[config.mk]
export PLATFORM = sky130hd
export DESIGN_NAME = mem_port_arbiter_flat
export DESIGN_NICKNAME = d
export VERILOG_FILES = /design/src/rtl/mem_port_arbiter_pkg.sv /design/src/rtl/mem_port_arbiter_if.sv /design/src/rtl/mem_arb_pick.sv /design/src/rtl/mem_port_arbiter.sv /design/src/flat_wrapper.sv
export SDC_FILE = /design/constraint.sdc
export NUM_CORES = 1
export LEC_CHECK = 0
export CAP_MARGIN = 20
export CORE_AREA = 2 2 129 131
export DETAILED_ROUTE_END_ITERATION = 6
export DIE_AREA = 0 0 131 133
export GPL_TIMING_DRIVEN = 0
export MAX_ROUTING_LAYER = met4
export PLACE_DENSITY = 0.74
export SYNTH_ARGS = -nofsm -noshare
export SYNTH_HDL_FRONTEND = slang
export SYNTH_SLANG_ARGS = --single-unit
[constraint.sdc]
create_clock -name clk -period 3.45 [get_ports clk]
set_input_delay 0.69 -clock clk [delete_from_list [all_inputs] [get_ports clk]]
set_output_delay 0.69 -clock clk [all_outputs]
set_load 0.05 [all_outputs]
[src/rtl/mem_port_arbiter_pkg.sv]
// mem_port_arbiter_pkg: requester indices, requester count, FSM encoding and a one-hot decode helper
package mem_port_arbiter_pkg;

    localparam int REQ_IFETCH = 0;
    localparam int REQ_DREAD  = 1;
    localparam int REQ_WBUF   = 2;
    localparam int NUM_REQ    = 3;

    typedef enum logic [1:0] {
        IDLE = 2'b00,
        BUSY = 2'b01,
        RESP = 2'b10
    } state_t;

    function automatic logic [1:0] onehot_idx(input logic [NUM_REQ-1:0] oh);
        return oh[REQ_WBUF] ? 2'(REQ_WBUF) : oh[REQ_DREAD] ? 2'(REQ_DREAD) : 2'(REQ_IFETCH);
    endfunction

endpackage

[src/rtl/mem_port_arbiter_if.sv]
// mem_port_arbiter_if: requester-side and memory-side bus of the shared memory port
interface mem_port_arbiter_if #(
    parameter int ADDRESS_WIDTH = 32,
    parameter int BLOCK_WIDTH   = 32
);
    logic [2:0]               req;
    logic [2:0]               req_wr;
    logic [3*ADDRESS_WIDTH-1:0] req_address;
    logic [3*BLOCK_WIDTH-1:0] req_wdata;
    logic [2:0]               gnt;
    logic [2:0]               done;
    logic [BLOCK_WIDTH-1:0]   rdata;
    logic                     mem_enable;
    logic                     mem_wr;
    logic [ADDRESS_WIDTH-1:0] mem_address;
    logic [BLOCK_WIDTH-1:0]   mem_wdata;
    logic                     mem_done;
    logic [BLOCK_WIDTH-1:0]   mem_data_out;

    modport slave (
        input  req, req_wr, req_address, req_wdata, mem_done, mem_data_out,
        output gnt, done, rdata, mem_enable, mem_wr, mem_address, mem_wdata
    );

    modport master (
        output req, req_wr, req_address, req_wdata, mem_done, mem_data_out,
        input  gnt, done, rdata, mem_enable, mem_wr, mem_address, mem_wdata
    );
endinterface

[src/rtl/mem_arb_pick.sv]
// mem_arb_pick: combinational winner select; round-robin from ptr with MEM_ARB_RR_EN, else fixed 1 > 0 > 2
module mem_arb_pick
    import mem_port_arbiter_pkg::*;
(
    input  logic [NUM_REQ-1:0] req,
    input  logic [1:0]         ptr,
    output logic [NUM_REQ-1:0] win
);
`ifdef MEM_ARB_RR_EN
    // scan downwards so the requester closest to ptr is the last one written and wins
    always_comb begin
        win = '0;
        for (int k = NUM_REQ - 1; k >= 0; k--)
            if (req[(int'(ptr) + k) % NUM_REQ]) win = 3'(1) << ((int'(ptr) + k) % NUM_REQ);
    end
`else
    logic unused_ptr;
    assign unused_ptr = ^ptr;
    // D-read first, then I-fetch, then write-buffer drain
    always_comb begin
        win = req[REQ_DREAD]  ? 3'(1) << REQ_DREAD  :
              req[REQ_IFETCH] ? 3'(1) << REQ_IFETCH :
              req[REQ_WBUF]   ? 3'(1) << REQ_WBUF   : '0;
    end
`endif
endmodule

[src/rtl/mem_port_arbiter.sv]
// mem_port_arbiter: three-requester single-port memory arbiter (IDLE/BUSY/RESP); MEM_ARB_RR_EN selects round-robin
module mem_port_arbiter
    import mem_port_arbiter_pkg::*;
#(
    parameter int ADDRESS_WIDTH = 32,
    parameter int BLOCK_WIDTH   = 32
) (
    input logic clk,
    input logic rst,
    mem_port_arbiter_if.slave bus
);
    state_t                   state_q, state_d;
    logic [NUM_REQ-1:0]       gnt_q, gnt_d, done_q, done_d, win;
    logic [BLOCK_WIDTH-1:0]   rdata_q, rdata_d, mem_wdata_q, mem_wdata_d;
    logic [ADDRESS_WIDTH-1:0] mem_address_q, mem_address_d;
    logic                     mem_enable_q, mem_enable_d, mem_wr_q, mem_wr_d;
    logic [1:0]               win_idx, ptr;

`ifdef MEM_ARB_RR_EN
    logic [1:0] ptr_q, ptr_d;
    assign ptr = ptr_q;
`else
    assign ptr = 2'd0;
`endif

    mem_arb_pick u_pick (.req(bus.req), .ptr(ptr), .win(win));

    assign win_idx = onehot_idx(win);

    // next-state and next-output computation for the single transaction FSM
    always_comb begin
        state_d       = state_q;
        gnt_d         = gnt_q;
        done_d        = '0;
        rdata_d       = rdata_q;
        mem_enable_d  = mem_enable_q;
        mem_wr_d      = mem_wr_q;
        mem_address_d = mem_address_q;
        mem_wdata_d   = mem_wdata_q;
`ifdef MEM_ARB_RR_EN
        ptr_d         = ptr_q;
`endif
        case (state_q)
            IDLE: if (|bus.req) begin
                state_d       = BUSY;
                gnt_d         = win;
                mem_enable_d  = 1'b1;
                mem_wr_d      = bus.req_wr[win_idx];
                mem_address_d = bus.req_address[int'(win_idx)*ADDRESS_WIDTH +: ADDRESS_WIDTH];
                mem_wdata_d   = bus.req_wdata[int'(win_idx)*BLOCK_WIDTH +: BLOCK_WIDTH];
`ifdef MEM_ARB_RR_EN
                ptr_d         = 2'((int'(win_idx) + 1) % NUM_REQ);
`endif
            end
            BUSY: if (bus.mem_done) begin
                state_d      = RESP;
                mem_enable_d = 1'b0;
                mem_wr_d     = 1'b0;
                done_d       = gnt_q;
                rdata_d      = mem_wr_q ? rdata_q : bus.mem_data_out;
            end
            RESP: begin
                state_d = IDLE;
                gnt_d   = '0;
            end
            default: state_d = IDLE;
        endcase
    end

    // register state and every output; active-low synchronous reset abandons any transaction
    always_ff @(posedge clk) begin
        if (!rst) begin
            state_q       <= IDLE;
            gnt_q         <= '0;
            done_q        <= '0;
            rdata_q       <= '0;
            mem_enable_q  <= 1'b0;
            mem_wr_q      <= 1'b0;
            mem_address_q <= '0;
            mem_wdata_q   <= '0;
`ifdef MEM_ARB_RR_EN
            ptr_q         <= '0;
`endif
        end else begin
            state_q       <= state_d;
            gnt_q         <= gnt_d;
            done_q        <= done_d;
            rdata_q       <= rdata_d;
            mem_enable_q  <= mem_enable_d;
            mem_wr_q      <= mem_wr_d;
            mem_address_q <= mem_address_d;
            mem_wdata_q   <= mem_wdata_d;
`ifdef MEM_ARB_RR_EN
            ptr_q         <= ptr_d;
`endif
        end
    end

    assign bus.gnt         = gnt_q;
    assign bus.done        = done_q;
    assign bus.rdata       = rdata_q;
    assign bus.mem_enable  = mem_enable_q;
    assign bus.mem_wr      = mem_wr_q;
    assign bus.mem_address = mem_address_q;
    assign bus.mem_wdata   = mem_wdata_q;
endmodule

[src/flat_wrapper.sv]
// flat-port wrapper written by rule: the top's interface ports become plain ports
module mem_port_arbiter_flat import mem_port_arbiter_pkg::*;
#(
    parameter int ADDRESS_WIDTH = 32,
    parameter int BLOCK_WIDTH   = 32
)
  (clk, rst, bus_req, bus_req_wr, bus_req_address, bus_req_wdata, bus_mem_done, bus_mem_data_out, bus_gnt, bus_done, bus_rdata, bus_mem_enable, bus_mem_wr, bus_mem_address, bus_mem_wdata);
  mem_port_arbiter_if #(.ADDRESS_WIDTH(ADDRESS_WIDTH), .BLOCK_WIDTH(BLOCK_WIDTH)) bus_i ();
  input logic clk;
  input logic rst;
  input wire logic [$bits(bus_i.req)-1:0] bus_req;
  input wire logic [$bits(bus_i.req_wr)-1:0] bus_req_wr;
  input wire logic [$bits(bus_i.req_address)-1:0] bus_req_address;
  input wire logic [$bits(bus_i.req_wdata)-1:0] bus_req_wdata;
  input wire logic [$bits(bus_i.mem_done)-1:0] bus_mem_done;
  input wire logic [$bits(bus_i.mem_data_out)-1:0] bus_mem_data_out;
  output wire logic [$bits(bus_i.gnt)-1:0] bus_gnt;
  output wire logic [$bits(bus_i.done)-1:0] bus_done;
  output wire logic [$bits(bus_i.rdata)-1:0] bus_rdata;
  output wire logic [$bits(bus_i.mem_enable)-1:0] bus_mem_enable;
  output wire logic [$bits(bus_i.mem_wr)-1:0] bus_mem_wr;
  output wire logic [$bits(bus_i.mem_address)-1:0] bus_mem_address;
  output wire logic [$bits(bus_i.mem_wdata)-1:0] bus_mem_wdata;
  assign bus_i.req = bus_req;
  assign bus_i.req_wr = bus_req_wr;
  assign bus_i.req_address = bus_req_address;
  assign bus_i.req_wdata = bus_req_wdata;
  assign bus_i.mem_done = bus_mem_done;
  assign bus_i.mem_data_out = bus_mem_data_out;
  assign bus_gnt = bus_i.gnt;
  assign bus_done = bus_i.done;
  assign bus_rdata = bus_i.rdata;
  assign bus_mem_enable = bus_i.mem_enable;
  assign bus_mem_wr = bus_i.mem_wr;
  assign bus_mem_address = bus_i.mem_address;
  assign bus_mem_wdata = bus_i.mem_wdata;
  mem_port_arbiter #(.ADDRESS_WIDTH(ADDRESS_WIDTH), .BLOCK_WIDTH(BLOCK_WIDTH)) u_core (.clk(clk), .rst(rst), .bus(bus_i));
endmodule
==> run summary, run 1 <==
Status -> complete, no violations
Antenna diode count -> 0
P&R area growth vs syn -> 74.00%
Fin Clk Skew -> 0.01090 ns
Startpoint Class -> input port
Clock Tree Buf Depth -> 2
Complex-gate fraction of the synthesized area -> 0.2739
CP max-delay cell -> clkdlybuf4s50_1
Leakage -> 0.003528 uW
Net Count, Synth -> 852
Distinct cell type count after synthesis -> 33
Nets -> 1198
Placed cell area -> 8946 sq um
Vias in the first global route -> 5989
Multiplexer share of the synthesized area -> 0
Largest net degree at the start of global routing -> 22
Setup TNS -> 0 ns
Cts hold-fix bufs -> 0
Die Width -> 131 um
Worst-Margin Slew -> 0.5938 ns
DR vias/cell -> 4.963
GRT overflow -> 0
Drt total wl -> 20760 um
Main synth FF type -> dfxtp_1
Crit path buf inv count -> 3
Worst EP required -> 3.67 ns
Initial core utilization -> 0.3288
Synth Cell Area -> 5318 sq um
Clk slew on worst S/H paths -> 0.08 ns
Final Cell Area -> 9253 sq um
Relative slew slack -> 0.6042
Tot GR Track Use -> 0.2422
DRT Pass-1 Iters -> 4
Cells after Synth -> 619
Data arrival, critical path -> 2.91 ns
Via count -> 5906
Root Buffer -> clkbuf_16
Clock latency on the worst-skew pair -> 0.36 ns
DP HPWL -> 15940 um
Core area -> 16170 sq um
First-pass GRT wire length -> 31590 um
Most frequent CP cell -> clkbuf_1
Place WS -> 0.4295 ns
GP Congestion -> 0.9029
Max VDD drop -> 0.0002345 V
Total Die Area -> 17420 sq um
Post_cts resized -> 0
Power per cell area -> 399.9 nW/um^2
Sequential share of the synthesized area -> 0.3991
EDFF count, synth -> 0
Maxcap violations -> 0
Avg Inst Size Synth -> 8.591 sq um
Total CTS buffers -> 9
Main combinational cell family by area after synthesis -> compound AO/OA/AOI/OAI gates
Fraction of layout cells with a size suffix above 1 -> 0.04845
Final Hold Viols -> 0
Final design utilization -> 0.5721
DR DRC count -> 0
Ys async rst share -> 0
# setup viols final -> 0
IO Count -> 337
Synth Area in XOR/XNOR -> 0
Hold WC Path Type -> reg2reg
Synth warnings -> 0
H-tree depth -> 3
Number of synthesized register bits -> 106
Final period util -> 0.7794
Family with the most delay on the worst path -> buffers and inverters
Detailed Route Iter0 Violations -> 226
Setup bufs post-CTS -> 0
Crit path kind -> in2reg
Clock period minus final worst setup slack -> 2.689 ns
RSZ-0062 raised after global routing -> no
PortBufs -> 335
Max Fanout on Critical Path -> 10
Pins Over Slew Limit -> 0
Antenna Nets Post-Route -> 0
Row count -> 47
Simple-gate share of the synthesized area -> 0.2240
WL/cell -> 17.44 um
Max stage delay on crit path -> 0.75 ns
CTS tree -> built
Synth Area in Adders -> 0
Clock sink count -> 106
CP Capture Type -> flop
Setup ws final -> 0.7609 ns
Die Height -> 133 um
Initial antenna violation count -> 0
F_max -> 0.3719 GHz
Critical Path, Cell by Cell -> clkdlybuf4s50_1, clkbuf_1, clkbuf_1, and3b_1, a211oi_1, o32ai_1
## synthesized netlist by cell type (2+ instances only)
master,n,area share
o32ai_2,10,0.031
and3b_1,65,0.11
a21boi_1,5,0.0071
clkbuf_1,46,0.032
a211oi_1,65,0.092
o32ai_1,54,0.089
nor3_1,2,0.0019
dfxtp_1,106,0.40
buf_6,7,0.015
nand2_1,65,0.046
a21boi_0,29,0.041
nor2b_1,2,0.0024
buf_2,9,0.0085
and2_1,3,0.0035
o21ai_0,4,0.0038
nor2_1,65,0.046
or3_1,2,0.0024
inv_1,65,0.046
## stage by stage
stage,hold WS (ns),instances,power (uW)
4_1_cts,0.4554,1190,3730
5_1_grt,0.4746,1190,3854
6_report,0.4528,1190,3700
2_1_floorplan,0.6473,619,2079
3_3_place_gp,0.4402,1174,2645
3_5_place_dp,0.4437,1174,2652
## worst paths after layout
path | depth (start not counted) | end | from | slack, ns
worst max-delay path | 6 | u_core.bus.mem_wdata[10] | bus_req[0] | 0.76
worst min-delay path | 2 | u_core.bus.mem_wdata[28] | u_core.bus.mem_wdata[28] | 0.45
worst max register to register | 4 | u_core.bus.mem_wdata[21] | u_core.state_q[1] | 1.65
worst min register to register | 2 | u_core.bus.mem_wdata[28] | u_core.bus.mem_wdata[28] | 0.45
## layout by cell type (no fill, tap or decap)
cell type          n
nor4bb_1           1
nor3_1             2
inv_6              2
o21ai_0            4
o32ai_1           54
or4b_1             1
clkbuf_1          46
inv_1             65
a2bb2oi_1          1
nor3b_1            1
o32ai_2           10
dfxtp_1          106
clkinv_8           2
a21boi_0          29
nand3_1            1
nor2b_1            2
or3_1              2
nand4bb_1          1
o221a_2            1
a21boi_1           5
clkbuf_16          9
o31ai_1            1
nor4_1             1
inv_8              2
o31ai_4            1
nand2b_1           1
clkinv_4           1
buf_2              9
buf_4              1
buf_6              7
nand2_1           65
a211oi_1          65
nor2_1            65
nor3_2             1
o311ai_0           1
and3b_1           65
and2_1             3
clkdlybuf4s50_1  335
nand2b_4           1
## metal layers
layer	up-vias	wire length, um	part of all wire	GRT usage
met4	0	874	0.042	0.1176
li1	2898	-	-	-
met1	2694	8709	0.42	0.2893
met2	263	9611	0.46	0.3811
met5	-	0	0	-
met3	51	1563	0.075	0.05621
## sequential cells by signal, indices dropped and copies added (netlist names)
| signal | cells |
|---|---|
| u_core.bus.mem_address | 32 |
| u_core.bus.mem_wdata | 32 |
| u_core.bus.rdata | 32 |
| u_core.bus.done | 3 |
| u_core.bus.gnt | 3 |
| u_core.state_q | 2 |
| u_core.bus.mem_enable | 1 |
| u_core.bus.mem_wr | 1 |
## tightest hold or removal path: cells and delay by family (launching register included)
kind | cells | cell delay, ns
compound gates | 1 | 0.05
flops | 1 | 0.31
buf+inv | 1 | 0.05
## layout make-up
type / instances / area, sq um
buffer: 63 / 304.0
clock buffer: 9 / 225.2
clock inverter: 7 / 81.33
fill: 1519 / 6919
inverter: 65 / 244.0
multi-input combinational: 385 / 2648
sequential: 106 / 2122
tap: 220 / 275.3
timing repair buffer: 335 / 3353
## where the power goes
part | internal [uW] | total [uW] | switching [uW]
combinational | 558 | 1240 | 683
sequential | 1330 | 1380 | 57.1
clock | 521 | 1080 | 554
total | 2410 | 3700 | 1290
## logic make-up (layout without fill, tap and decap cells)
kind of cell	after synthesis	after routing
flip-flops	106	106
buffers and inverters	128	479
AO/OA/AOI/OAI	172	172
AND/OR/NAND/NOR	213	213
Power figures use the tool's default switching activity.
==> run 2: changes to the inputs <==
Settings changed: CORE_AREA 2 2 129 131 to 2 2 131 133, DIE_AREA 0 0 131 133 to 0 0 133 135, PLACE_DENSITY 0.74 to 0.72.
Clock period 3.45 ns to 2.8 ns, I/O delays scaled along.
==> run 2 against run 1 <==
Clock power is 28% higher; critical path depth is the same; cell area about the same; via count decreased by 1.0%; sequential power increased by 23%; setup slack got worse by 0.44 ns; combinational power is 23% higher; sequential share of layout area about the same; clock skew up 0.00090 ns; non-clock buffer count unchanged.
==> run summary, run 2 (synthesis gave the netlist of run 1 again) <==
Final Hold Viols -> 0 (unchanged)
Startpoint Class -> input port
Cts hold-fix bufs -> 0 (unchanged)
Hold WC Path Type -> reg2reg
DR DRC count -> 0 (unchanged)
CTS tree -> built
Status -> complete, no violations
Pins Over Slew Limit -> 0 (unchanged)
Clk slew on worst S/H paths -> 0.08 ns (about the same)
Max VDD drop -> 0.0002863 V (+22%)
Fraction of layout cells with a size suffix above 1 -> 0.04845 (unchanged)
Fin Hold WS -> 0.4558 ns (+0.003055 ns)
Core area -> 16410 sq um (+1.5%)
Root Buffer -> clkbuf_16
Initial antenna violation count -> 0 (unchanged)
Power per cell area -> 498.2 nW/um^2 (+25%)
H-tree depth -> 3 (unchanged)
RSZ-0062 raised after global routing -> no
Antenna Nets Post-Route -> 0 (unchanged)
DR vias/cell -> 4.913 (-1.0%)
Via count -> 5846 (-1.0%)
Clock sink count -> 106 (unchanged)
Leakage -> 0.003534 uW (+0.18%)
Total CTS buffers -> 9 (unchanged)
Largest net degree at the start of global routing -> 21 (-4.5%)
Row count -> 47 (unchanged)
Detailed Route Iter0 Violations -> 216 (-4.4%)
F_max -> 0.4028 GHz
IO Count -> 337 (unchanged)
Most frequent cells in the layout -> clkdlybuf4s50_1, dfxtp_1
Data arrival, critical path -> 2.70 ns (-0.21 ns)
First-pass GRT wire length -> 32080 um (+1.6%)
Clock latency on the worst-skew pair -> 0.36 ns (about the same)
PortBufs -> 335 (unchanged)
Worst-Margin Slew -> 0.5773 ns (-0.01646 ns)
Setup TNS -> 0 ns (unchanged)
DP HPWL -> 16180 um (+1.5%)
GRT overflow -> 0 (unchanged)
Drt total wl -> 20830 um (+0.35%)
Max Fanout on Critical Path -> 10 (unchanged)
Vias in the first global route -> 6124 (+2.3%)
Relative slew slack -> 0.6139 (+0.009765)
Fin Clk Skew -> 0.01180 ns (+0.0009007 ns)
Final period util -> 0.8867
FILL cells -> 1541 (+1.4%)
Die Height -> 135 um (+1.5%)
Clock Tree Buf Depth -> 2 (unchanged)
Initial core utilization -> 0.3241 (-0.004714)
Antenna diode count -> 0 (unchanged)
P&R area growth vs syn -> 74.16% (about the same)
Post_cts resized -> 0 (unchanged)
Maxcap violations -> 0 (unchanged)
DRT Pass-1 Iters -> 4 (unchanged)
Nets -> 1198 (unchanged)
# setup viols final -> 0 (unchanged)
Setup bufs post-CTS -> 0 (unchanged)
Worst EP required -> 3.02 ns (-0.65 ns)
WL/cell -> 17.51 um (+0.35%)
Die Width -> 133 um (+1.5%)
Total Die Area -> 17960 sq um (+3.1%)
Clock period minus final worst setup slack -> 2.483 ns
Most common cell after layout, fill and taps aside -> clkdlybuf4s50_1
Tot GR Track Use -> 0.2343 (-0.007835)
CP Capture Type -> flop
GP Congestion -> 0.9266 (+2.6%)
Crit path kind -> in2reg
[run 2: cell types whose count changed in the layout (fill, tap and decap cells not counted)]
cell,before,now
bufinv_16,0,1
inv_8,2,3
clkinv_8,2,0
[run 2: final timing paths]
kind,start,to,slack [ns],cells past startpoint
hold / removal,u_core.bus.rdata[20],u_core.bus.rdata[20],0.46,2
setup / recovery,bus_req[0],u_core.bus.mem_wdata[21],0.32,6
hold reg to reg,u_core.bus.rdata[20],u_core.bus.rdata[20],0.46,2
setup reg to reg,u_core.state_q[1],u_core.bus.mem_wdata[21],0.98,4
[run 2: cell type report]
cell class	instances	area [sq um]	share of cell area
well taps	220	275.3	0.02972
clock buffers	9	225.2	0.02432
clock inverters	7	90.09	0.009727
plain buffers	63	304.0	0.03283
repair buffers	335	3353	0.3621
inverters	65	244.0	0.02634
multi-input cells	385	2648	0.2859
flip-flops and latches	106	2122	0.2291
[run 2: critical path, cell delays in order]
cell             delay [ns]
clkdlybuf4s50_1        0.69
clkbuf_1               0.43
clkbuf_1               0.38
and3b_1                0.23
a211oi_1               0.27
o32ai_1                0.13
[run 2: per-layer routing]
layer  global-route usage  vias up  part of all wire
met5                    -        -                 0
met4               0.1093        0             0.036
met3              0.04992       48             0.066
met2               0.3872      227              0.48
met1               0.2736     2674              0.42
li1                     -     2897                 -
[run 2: report_power, final]
part	switching [uW]	total, uW	internal (uW)
clock	660	1380	723
combinational	839	1530	688
sequential	70.4	1700	1630
[run 2: stage by stage]
| step | worst slack [ns] | cell area [sq um] | instances | total power (uW) | util |
|---|---|---|---|---|---|
| floorplan | 1.059 | 5318 | 619 | 2562 | - |
| global placement | -0.04581 | 8946 | 1174 | 3263 | 0.5453 |
| detailed placement | -0.09322 | 8946 | 1174 | 3269 | 0.5453 |
| CTS | 0.2606 | 9261 | 1190 | 4649 | 0.5645 |
| global route | 0.1130 | 9261 | 1190 | 4806 | 0.5645 |
| finish | 0.3171 | 9261 | 1190 | 4614 | 0.5645 |
